File: src/rtl/uart_tx_arbiter.sv
// uart_tx_arbiter: round-robin arbiter that shares one uart_transmitter among N byte requesters.
// The transmitter reports neither busy nor done, so this block counts the frame time itself.
module uart_tx_arbiter #(
    parameter int N            = 4,
    parameter int FRAME_CYCLES = 160
) (
    input  logic                 clk,
    input  logic                 rst,
    input  logic [N-1:0]         req,
    input  logic [N*8-1:0]       req_data,
    output logic [N-1:0]         ack,
    output logic [$clog2(N)-1:0] grant_id,
    output logic [7:0]           tx_data,
    output logic                 tx_start,
    output logic                 busy
);
    localparam int IW = $clog2(N);
    localparam int CW = $clog2(FRAME_CYCLES);

    typedef enum logic [1:0] {IDLE, GRANT, START, WAIT} state_t;

    state_t          state_q, state_d;
    logic [N-1:0]    ack_q, ack_d;
    logic [7:0]      tx_data_q, tx_data_d;
    logic [IW-1:0]   grant_id_q, grant_id_d;
    logic [IW-1:0]   ptr_q, ptr_d;
    logic [CW-1:0]   cnt_q, cnt_d;
    logic            tx_start_q, tx_start_d;

    logic            found;
    logic [IW-1:0]   pick;
    logic [IW-1:0]   cand;
    int              idx;

    // Search from ptr upward, wrapping at N, for the first pending request.
    always_comb begin
        found = 1'b0;
        pick  = '0;
        cand  = '0;
        idx   = 0;
        for (int k = 0; k < N; k++) begin
            idx = int'(ptr_q) + k;
            if (idx >= N) idx = idx - N;
            cand = IW'(idx);
            if (!found && req[cand]) begin
                found = 1'b1;
                pick  = cand;
            end
        end
    end

    always_comb begin
        state_d    = state_q;
        ack_d      = '0;
        tx_data_d  = tx_data_q;
        grant_id_d = grant_id_q;
        ptr_d      = ptr_q;
        cnt_d      = cnt_q;
        tx_start_d = tx_start_q;
        case (state_q)
            IDLE: begin
                if (found) begin
                    ack_d[pick] = 1'b1;
                    for (int k = 0; k < N; k++) begin
                        if (IW'(k) == pick) tx_data_d = req_data[8*k +: 8];
                    end
                    grant_id_d = pick;
                    ptr_d      = (pick == IW'(N-1)) ? '0 : pick + IW'(1);
                    state_d    = GRANT;
                end
            end
            GRANT: begin
                tx_start_d = 1'b0;
                cnt_d      = CW'(FRAME_CYCLES-1);
                state_d    = START;
            end
            START: begin
                tx_start_d = 1'b1;
                cnt_d      = cnt_q - CW'(1);
                state_d    = WAIT;
            end
            WAIT: begin
                // The start cycle already consumed one count, so START+WAIT is one full frame.
                if (cnt_q == '0) state_d = IDLE;
                else             cnt_d   = cnt_q - CW'(1);
            end
            default: state_d = IDLE;
        endcase
    end

    always_ff @(posedge clk) begin
        if (!rst) begin
            state_q    <= IDLE;
            ack_q      <= '0;
            tx_data_q  <= 8'h00;
            grant_id_q <= '0;
            ptr_q      <= '0;
            cnt_q      <= '0;
            tx_start_q <= 1'b1;
        end else begin
            state_q    <= state_d;
            ack_q      <= ack_d;
            tx_data_q  <= tx_data_d;
            grant_id_q <= grant_id_d;
            ptr_q      <= ptr_d;
            cnt_q      <= cnt_d;
            tx_start_q <= tx_start_d;
        end
    end

    assign ack      = ack_q;
    assign grant_id = grant_id_q;
    assign tx_data  = tx_data_q;
    assign tx_start = tx_start_q;
    assign busy     = (state_q != IDLE);
endmodule

File: config.mk
export PLATFORM = sky130hd
export DESIGN_NAME = uart_tx_arbiter
export DESIGN_NICKNAME = d
export VERILOG_FILES = /design/src/rtl/uart_tx_arbiter.sv
export SDC_FILE = /design/constraint.sdc
export NUM_CORES = 1
export LEC_CHECK = 0
export ABC_AREA = 1
export CAP_MARGIN = 20
export CORE_ASPECT_RATIO = 1.5
export CORE_UTILIZATION = 25
export CTS_BUF_LIST = sky130_fd_sc_hd__clkbuf_8
export DETAILED_ROUTE_END_ITERATION = 12
export SYNTH_ARGS = -nofsm -noshare
export SYNTH_HDL_FRONTEND = slang
export SYNTH_SLANG_ARGS = --single-unit
File: constraint.sdc
create_clock -name clk -period 5.8 [get_ports clk]
set_input_delay 1.45 -clock clk [delete_from_list [all_inputs] [get_ports clk]]
set_output_delay 1.45 -clock clk [all_outputs]
set_load 0.02 [all_outputs]
======== Word level (Yosys, flattened, before mapping) ========
Cells that the tools add are included.
W data, S select, Z words.
operators by class
  add/subtract/negate cells ............... 9
  multipliers ............................. 0
  divide/modulo/power cells ............... 0
  $lt $le $gt $ge ......................... 10
  equal/unequal tests ..................... 10
  shift operators ......................... 0
  muxes and demuxes ....................... 33
  bitwise operators ....................... 0
  reductions and logical operators ........ 19
operator list
  cell                   number
  $mux W8                5
  $pmux W8 S3            1
  $mux W2                11
  $lt A2 B3 Y1 const B   5
  $ge A3 B3 Y1 const B   3
  $mux W1                9
  $bmux W1 S2            4
  $logic_not A8 Y1       1
  $pmux W2 S4            1
  $sub A2 B1 Y2 const B  4
  $sub A8 B1 Y8 const B  1
  $add A2 B2 Y3 const B  2
  $eq A2 B2 Y1 const B   3
  $ne A2 B2 Y1 const B   3
  $reduce_and A2 Y1      3
  $reduce_and A3 Y1      2
  $eq A2 B2 Y1 const A   2
  $logic_and A1 B1 Y1    4
  $logic_not A2 Y1       2
  $reduce_bool A2 Y1     2
  $reduce_bool A4 Y1     1
  $add A2 B1 Y3 const B  1
  $ge A2 B3 Y1 const B   1
  $logic_not A1 Y1       3
  other kinds (7)        7
storage, ports and cells
  register bits ........................... 27
  latch bits .............................. 0
  bits in writable memories ............... 0
  bits in read-only memories .............. 0
  output and inout port bits .............. 16
  logic and storage cells ................. 88
  memories kept ........................... 0

======== Depth between registers and ports, before layout ========
Gate-level depths: netlist of the first run.
  depth in word-level cells ............... 19
  depth in mapped cells ................... 19

======== Worst setup path before layout of the first run ========
Ideal clock, no wire load.
  path type ............................... input to register
  from .................................... input port req[3]
  to ...................................... register tx_data_q[6] (netlist: tx_data[6])
  setup time .............................. 0.116 ns
  data arrival time ....................... 3.178 ns
  data required time ...................... 5.684 ns
  slack ................................... 2.507 ns
  stages .................................. 16
  cells stage by stage .................... inv_1 -> nand2_1 -> nand3_1 -> nand2_1 -> nor2_4 -> nand3_1 -> nand3_1 -> nand2_1 -> inv_1 -> ha_1 -> clkbuf_1 -> clkinv_1 -> o211ai_1 -> nand2_1 -> o21ai_0 -> nor2_1
on the way
  longest elaborated chain between the ends .. 16
  elaborated cells on any way between the ends .. 31
  those cells by class .................... 3 x eq/ne; 19 x mux; 9 x reduce/logical
ends and longest elaborated chain
  element                        line  RTL
  start, declared                9     input logic [N-1:0] req,
  $bmux W1 S2                    45    if (!found && req[cand]) begin
  $mux W1 (implied by the code)  45
  $mux W1                        45
  $logic_not A1 Y1               45
  $logic_and A1 B1 Y1            45
  $mux W1                        45
  $logic_not A1 Y1               45
  $logic_and A1 B1 Y1            45
  $mux W1                        45
  $logic_not A1 Y1               45
  $logic_and A1 B1 Y1            45
  $mux W2 *                      45
  named net pick[1]              31    logic [IW-1:0] pick;
  $eq A1 B2 Y1                   65    if (IW'(k) == pick) tx_data_d = req_data[8*k +: 8];
  $mux W8 (3 in series)          65
  end signal, assigned           103   tx_data_q <= tx_data_d;
  end, declared                  24    logic [7:0] tx_data_q, tx_data_d;
The timed path passes the listed nets; every way through them passes the cells marked *. The select of a mux whose other input is x is not followed.
A chain may end at the register's enable or synchronous reset.

======== Final worst setup path of the first run ========
  from .................................... input port req[3]
  to ...................................... register tx_data_q[7] (netlist: tx_data[7])
The elaborated chain is that of the path after synthesis.

==> results of run 1 <==
==> per-layer routing <==
metal | global-route usage | wire length [um]
met1 | 0.122 | 1630
met2 | 0.231 | 2120
met3 | 0.0203 | 187
met4 | 0.0414 | 72
met5 | 0 | 0
==> cells in the final DEF, fill, tap and decap left out <==
cell type and instances:
clkdlybuf4s50_1 53, inv_1 26, nor2_4 1, nand4_1 1
nand2_1 79, inv_6 1, clkinv_1 3, nand2_4 1
a31oi_1 1, nor2_2 9, clkbuf_8 3, o21ai_2 1
o21ai_0 15, xnor2_1 2, nand2_2 4, nand3_2 1
inv_2 2, nand3b_1 1, xor2_1 2, nor3_1 1
a211oi_1 1, nor3b_1 1, a21oi_1 6, a21oi_2 2
nor2_1 27, nand3_1 23, ha_1 9, o211ai_1 9
dfxtp_1 27
==> report_power, final <==
part | total [W] | internal (W) | switching [W]
Sequential | 0.000319 | 0.000261 | 0.0000579
Combinational | 0.000893 | 0.000351 | 0.000543
Clock | 0.000105 | 0.0000475 | 0.0000579
==> state kept, by name, indices dropped and copies added (netlist names) <==
signal and flops:
grant_id 2, tx_data 8, tx_start 1, ptr_q 2, cnt_q 8, state_q 2, ack 4
==> final cells by class <==
type	instances	area share
multi-input combinational	197	0.432
sequential	27	0.230
timing repair buffer	53	0.226
inverter	31	0.0517
tap	76	0.0405
clock buffer	3	0.0176
clock inverter	1	0.00160
==> worst register-to-register path, cell delays in order, from the launching register on <==
cell,delay [ps]
dfxtp_1,610
inv_6,80
nand2_1,90
nand3_1,90
nand2_1,150
inv_1,70
nand3_1,100
nand3_1,130
inv_1,100
ha_1,340
clkinv_1,310
nand2_1,120
nand3_1,90
o211ai_1,100
nand2_1,70
o21ai_0,160
nor2_1,50
==> path summary, 6_finish.rpt <==
check	slack [ps]	start	end	depth (start not counted)
max	2030	req[3]	tx_data[7]	17
max reg2reg	3040	ptr_q[0]	tx_data[7]	16
min	470	cnt_q[0]	cnt_q[0]	1
min reg2reg	470	cnt_q[0]	cnt_q[0]	1
==> stage by stage <==
step | cell area [sq um] | hold slack (ps)
4_1_cts | 2350 | 472
5_1_grt | 2350 | 509
2_1_floorplan | 1740 | 439
3_3_place_gp | 2300 | 456
3_5_place_dp | 2300 | 454
6_report | 2350 | 471
==> logic make-up (layout without fill, tap and decap cells) <==
logic type                 after synthesis  after routing
and+or+nand+nor                        149            149
AOI/OAI and AO/OA                       35             35
DFF                                     27             27
adders and majority gates                9              9
xor gates and xnor gates                 4              4
buffers and inverters                   39             88
==> results.py, run 1 <==
metrics = {
    "run_status": {
        "status": "finished, final reports clean",
    },
    "sta": {
        "setup_ws_ps": 2030,
        "setup_viol": 0,
        "fin_tns_setup_ps": 0,
        "maxSlewViolCount": 0,
        "hold_viol_final": 0,
        "slew_headroom": 0.588,
        "min_period_over_period": 0.649,
        "rsz0062_at_grt": "false",
        "max_slew.worst_pin.slew_ps": 616,
        "fmax_ghz": 0.266,
        "finClkSkew_ps": 2.16,
        "fin_crit_ps": 3770,
    },
    "place": {
        "dp_cells": 384,
        "io_buffers": 53,
        "preCtsSetupSlack_ps": 1730,
        "hpwl_um": 3230,
        "gp_congestion": 0.855,
    },
    "synthesis": {
        "syn_inst": 263,
        "synth-xor-area-share": 0.0202,
        "ys.flop_type": "dfxtp_1",
        "ys_ff_latch": 27,
        "synth_common_cells": "nand2_1, dfxtp_1, nor2_1",
        "synth_top_family_by_area": "simple AND/OR/NAND/NOR gates",
        "syn-cell-area_sq_mm": 0.00174,
        "synth_async_sr_flop_share": 0,
        "synth_compound_area_frac": 0.122,
        "synth_top_area_share": 0.311,
        "syn_area_per_cell_sq_um": 6.60,
        "yosysWarningCount": 0,
        "synth_top_area_cell": "dfxtp_1",
        "yosysMostFrequentCell": "nand2_1",
        "muxShareOfSynthArea": 0,
        "synthTopCellsByArea": "dfxtp_1, nand2_1, nand3_1",
        "synth-edff-count": 0,
        "synth-simple-area-share": 0.376,
        "synth_nets": 310,
        "synth_adder_area_share": 0.0648,
        "ys_seq_area_frac": 0.311,
        "synth.distinct_cells": 31,
    },
    "power_and_ir_drop": {
        "p_total_w": 0.00132,
        "powerDensity_mw_per_mm2": 561,
        "p_leak_nw": 1.07,
        "vdd_drop_max_mv": 0.240,
    },
    "setup_path": {
        "critPathSlowestCell": "clkdlybuf4s50_1",
        "cp_max_fo": 9,
        "required_ps": 5970,
        "crit_path_end_kind": "flip-flop",
        "critical_path_arrival_ps": 3940,
        "critical_path.top_delay_family": "buffers and inverters",
        "critPathLaunchType": "input port",
        "path_cells": "clkdlybuf4s50_1, inv_1, nand2_1, nand3_1, nand2_1, inv_1, nand3_1, nand3_1, inv_1, ha_1, clkinv_1, nand2_1, nand3_1, o211ai_1, nand2_1, o21ai_0, nor2_1",
        "crit_buf_inv": 5,
        "critPathKind": "in -> reg",
        "slowest_delay_ps": 470,
    },
    "clocking": {
        "cts_resized": 0,
        "clk_latency_ps": 270,
        "post-cts-setup-buffers": 0,
        "cts_buffers": 3,
        "cts.sinks": 27,
        "cts_tree": "done",
        "hold_buffers": 0,
        "clockBufferDepth": 2,
        "clk_pin_slew_ps": 90,
        "htreeDepth": 1,
        "cts_root_buf": "clkbuf_8",
    },
    "final_layout": {
        "fin_util": 0.354,
        "drive_gt1_frac": 0.0801,
        "multi_input_area_sq_mm": 0.00101,
        "ff_latch_area_sq_um": 541,
        "syn2layout_area_growth_pct": 35.1,
        "nets": 360,
        "antennaDiodeCount": 0,
        "final_cells": 388,
        "fillers": 710,
    },
    "floorplanning": {
        "die_width_um": 70.1,
        "num_rows": 36,
        "dieHeight_um": 104,
        "start_util": 0.262,
        "core_area_sq_mm": 0.00662,
        "ios": 54,
        "die_area_sq_mm": 0.00729,
    },
    "global_routing": {
        "grt_remaining_overflow": 0,
        "grtUsageTotal": 0.118,
        "grt_pass1_wl_um": 7210,
        "antenna_found_initial": 0,
        "grt_pass1_vias": 1738,
        "grt_max_degree": 19,
    },
    "route": {
        "drt-initial-drc-count": 74,
        "drt_first_pass_iters": 4,
        "vias_per_cell": 4.54,
        "vias": 1762,
        "routedWlPerCell_um": 10.3,
        "drt_wl_total_um": 4010,
        "drc_errors": 0,
        "detail-route-antenna-nets": 0,
    },
    "job": {
        "cap_viol_max_count": 0,
    },
    "min_path": {
        "min_path_type": "reg -> reg",
    },
}
(Power assumes the default switching activity.)
==> inputs of run 2 (changes only) <==
- clock period: 5.8 -> 3.2 ns (I/O delays scaled with it)
==> run 2 against run 1 <==
Die area did not move. Routed wire length is 3.5% higher. Critical path depth is the same. Register-to-register slack lost 2300 ps. Critical path type unchanged. Critical endpoint is now tx_data[2]. Largest power group unchanged.
==> results.py, run 2 (same netlist as run 1, synthesis figures left out) <==
metrics = {
    "final_layout": {
        "mostFrequentLayoutCells": "nand2_1, clkdlybuf4s50_1, nor2_1, dfxtp_1, inv_1",
        "syn2layout_area_growth_pct": 38.0,
        "drive_gt1_frac": 0.0978,
        "fillers": 715,
        "multi_input_area_sq_mm": 0.00101,
        "ff_latch_area_sq_um": 541,
        "stdcell_area_sq_mm": 0.00240,
        "nets": 365,
        "final_common_cell": "nand2_1",
        "antennaDiodeCount": 0,
    },
    "power_and_ir_drop": {
        "cellInternalPower_w": 0.00127,
        "powerDensity_mw_per_mm2": 1040,
        "swShare": 0.492,
        "pwr-share-seq": 0.232,
        "combPwrFrac": 0.688,
        "p_total_w": 0.00249,
        "p_sw_w": 0.00123,
        "clockPowerShare": 0.080,
        "vdd_drop_max_mv": 0.610,
        "p_leak_nw": 1.10,
    },
    "global_routing": {
        "grt_pass1_wl_um": 7180,
        "grt_remaining_overflow": 0,
        "antenna_found_initial": 0,
        "grt_pass1_vias": 1719,
        "grt_max_degree": 18,
        "grtUsageTotal": 0.119,
    },
    "sta": {
        "fmax_ghz": 0.354,
        "setup_viol": 0,
        "maxSlewViolCount": 0,
        "slew_headroom": 0.696,
        "holdWs_ps": 470,
        "fin_crit_ps": 2830,
        "finClkSkew_ps": 2.65,
        "rsz0062_at_grt": "false",
        "min_period_over_period": 0.884,
        "max_slew.worst_pin.slew_ps": 456,
        "fin_tns_setup_ps": 0,
        "hold_viol_final": 0,
    },
    "setup_path": {
        "critical_path.top_delay_family": "simple AND/OR/NAND/NOR gates",
        "path_cells": "clkdlybuf4s50_1, inv_1, nand2_1, nand3_1, nand2_1, nand3_1, nand3_1, nand3_1, inv_1, ha_1, clkinv_1, nand2_1, nand3_1, o211ai_1, nand2_1, o21ai_0, nor2_1",
        "worst_path_most_repeated_cell": "nand3_1",
        "critical_path_arrival_ps": 3000,
        "required_ps": 3370,
        "cp_max_fo": 9,
        "critPathSlowestCell": "clkdlybuf4s50_1",
        "critPathLaunchType": "input port",
        "crit_path_end_kind": "flip-flop",
        "critPathKind": "in -> reg",
        "slowest_delay_ps": 470,
        "crit_buf_inv": 4,
    },
    "route": {
        "vias_per_cell": 4.47,
        "drt_wl_total_um": 4150,
        "detail-route-antenna-nets": 0,
        "drt-initial-drc-count": 73,
        "drc_errors": 0,
        "routedWlPerCell_um": 10.5,
        "drt_first_pass_iters": 4,
        "vias": 1757,
    },
    "clocking": {
        "cts_root_buf": "clkbuf_8",
        "cts_tree": "done",
        "clockBufferDepth": 2,
        "clk_pin_slew_ps": 90,
        "post-cts-setup-buffers": 0,
        "cts_resized": 0,
        "cts_buffers": 3,
        "hold_buffers": 0,
        "clk_latency_ps": 270,
        "cts.sinks": 27,
        "htreeDepth": 1,
    },
    "place": {
        "hpwl_um": 3330,
        "placed_cell_area_sq_mm": 0.00235,
        "gp_congestion": 0.820,
        "io_buffers": 53,
    },
    "floorplanning": {
        "core_area_sq_mm": 0.00662,
        "ios": 54,
        "num_rows": 36,
        "start_util": 0.262,
        "dieHeight_um": 104,
        "die_width_um": 70.1,
        "die_area_sq_mm": 0.00729,
    },
    "min_path": {
        "min_path_type": "reg -> reg",
    },
    "job": {
        "cap_viol_max_count": 0,
    },
    "run_status": {
        "status": "finished, final reports clean",
    },
}
==> run 2: changes by cell type in the layout (fill, tap and decap cells not counted) <==
cell      change
buf_12        +1
buf_4         +4
clkinv_2      +1
inv_1         -1
==> run 2: area by class of cell <==
class / count / area share
Timing Repair Buffer: 58 / 0.242
Clock buffer: 3 / 0.0172
Clock inverter: 1 / 0.00209
Tap cell: 76 / 0.0397
Inverter: 31 / 0.0506
Sequential cell: 27 / 0.225
Multi-Input combinational cell: 197 / 0.423
==> run 2: final timing paths <==
check,slack [ps],startpoint,endpoint,cells past startpoint
worst max-delay path,370,req[3],tx_data[2],17
worst min-delay path,470,cnt_q[0],cnt_q[0],1
worst max register to register,710,ptr_q[0],tx_data[2],16
worst min register to register,470,cnt_q[0],cnt_q[0],1
==> run 2: worst reg2reg max path: cells and delay by family, from the launching register on <==
kind / cells / cell delay [ps]
fa+ha+maj: 1 / 180
buf+inv: 3 / 410
simple gates: 10 / 960
flops: 1 / 610
compound gates: 2 / 240
==> run 2: metrics by stage <==
stage / setup WS [ps] / util / instances
2_1_floorplan: 557 / - / 263
3_3_place_gp: 110 / 0.355 / 389
3_5_place_dp: 66.9 / 0.355 / 389
4_1_cts: 363 / 0.362 / 393
5_1_grt: 78.2 / 0.362 / 393
6_report: 371 / 0.362 / 393
==> run 2: power groups by stage <==
stage	combinational (W)	sequential (W)	clock, W
after detailed placement	0.00173	0.000586	0
final	0.00172	0.000579	0.000199
after CTS	0.00174	0.000580	0.000208
after global routing	0.00194	0.000597	0.000216
after global placement	0.00171	0.000585	0
after floorplan	0.00119	0.000641	0
==> run 2: per-layer routing <==
metal  track usage  part of all wire
met5             0                 0
met3        0.0194             0.048
met2         0.226              0.53
met4        0.0429             0.014
met1         0.128              0.40
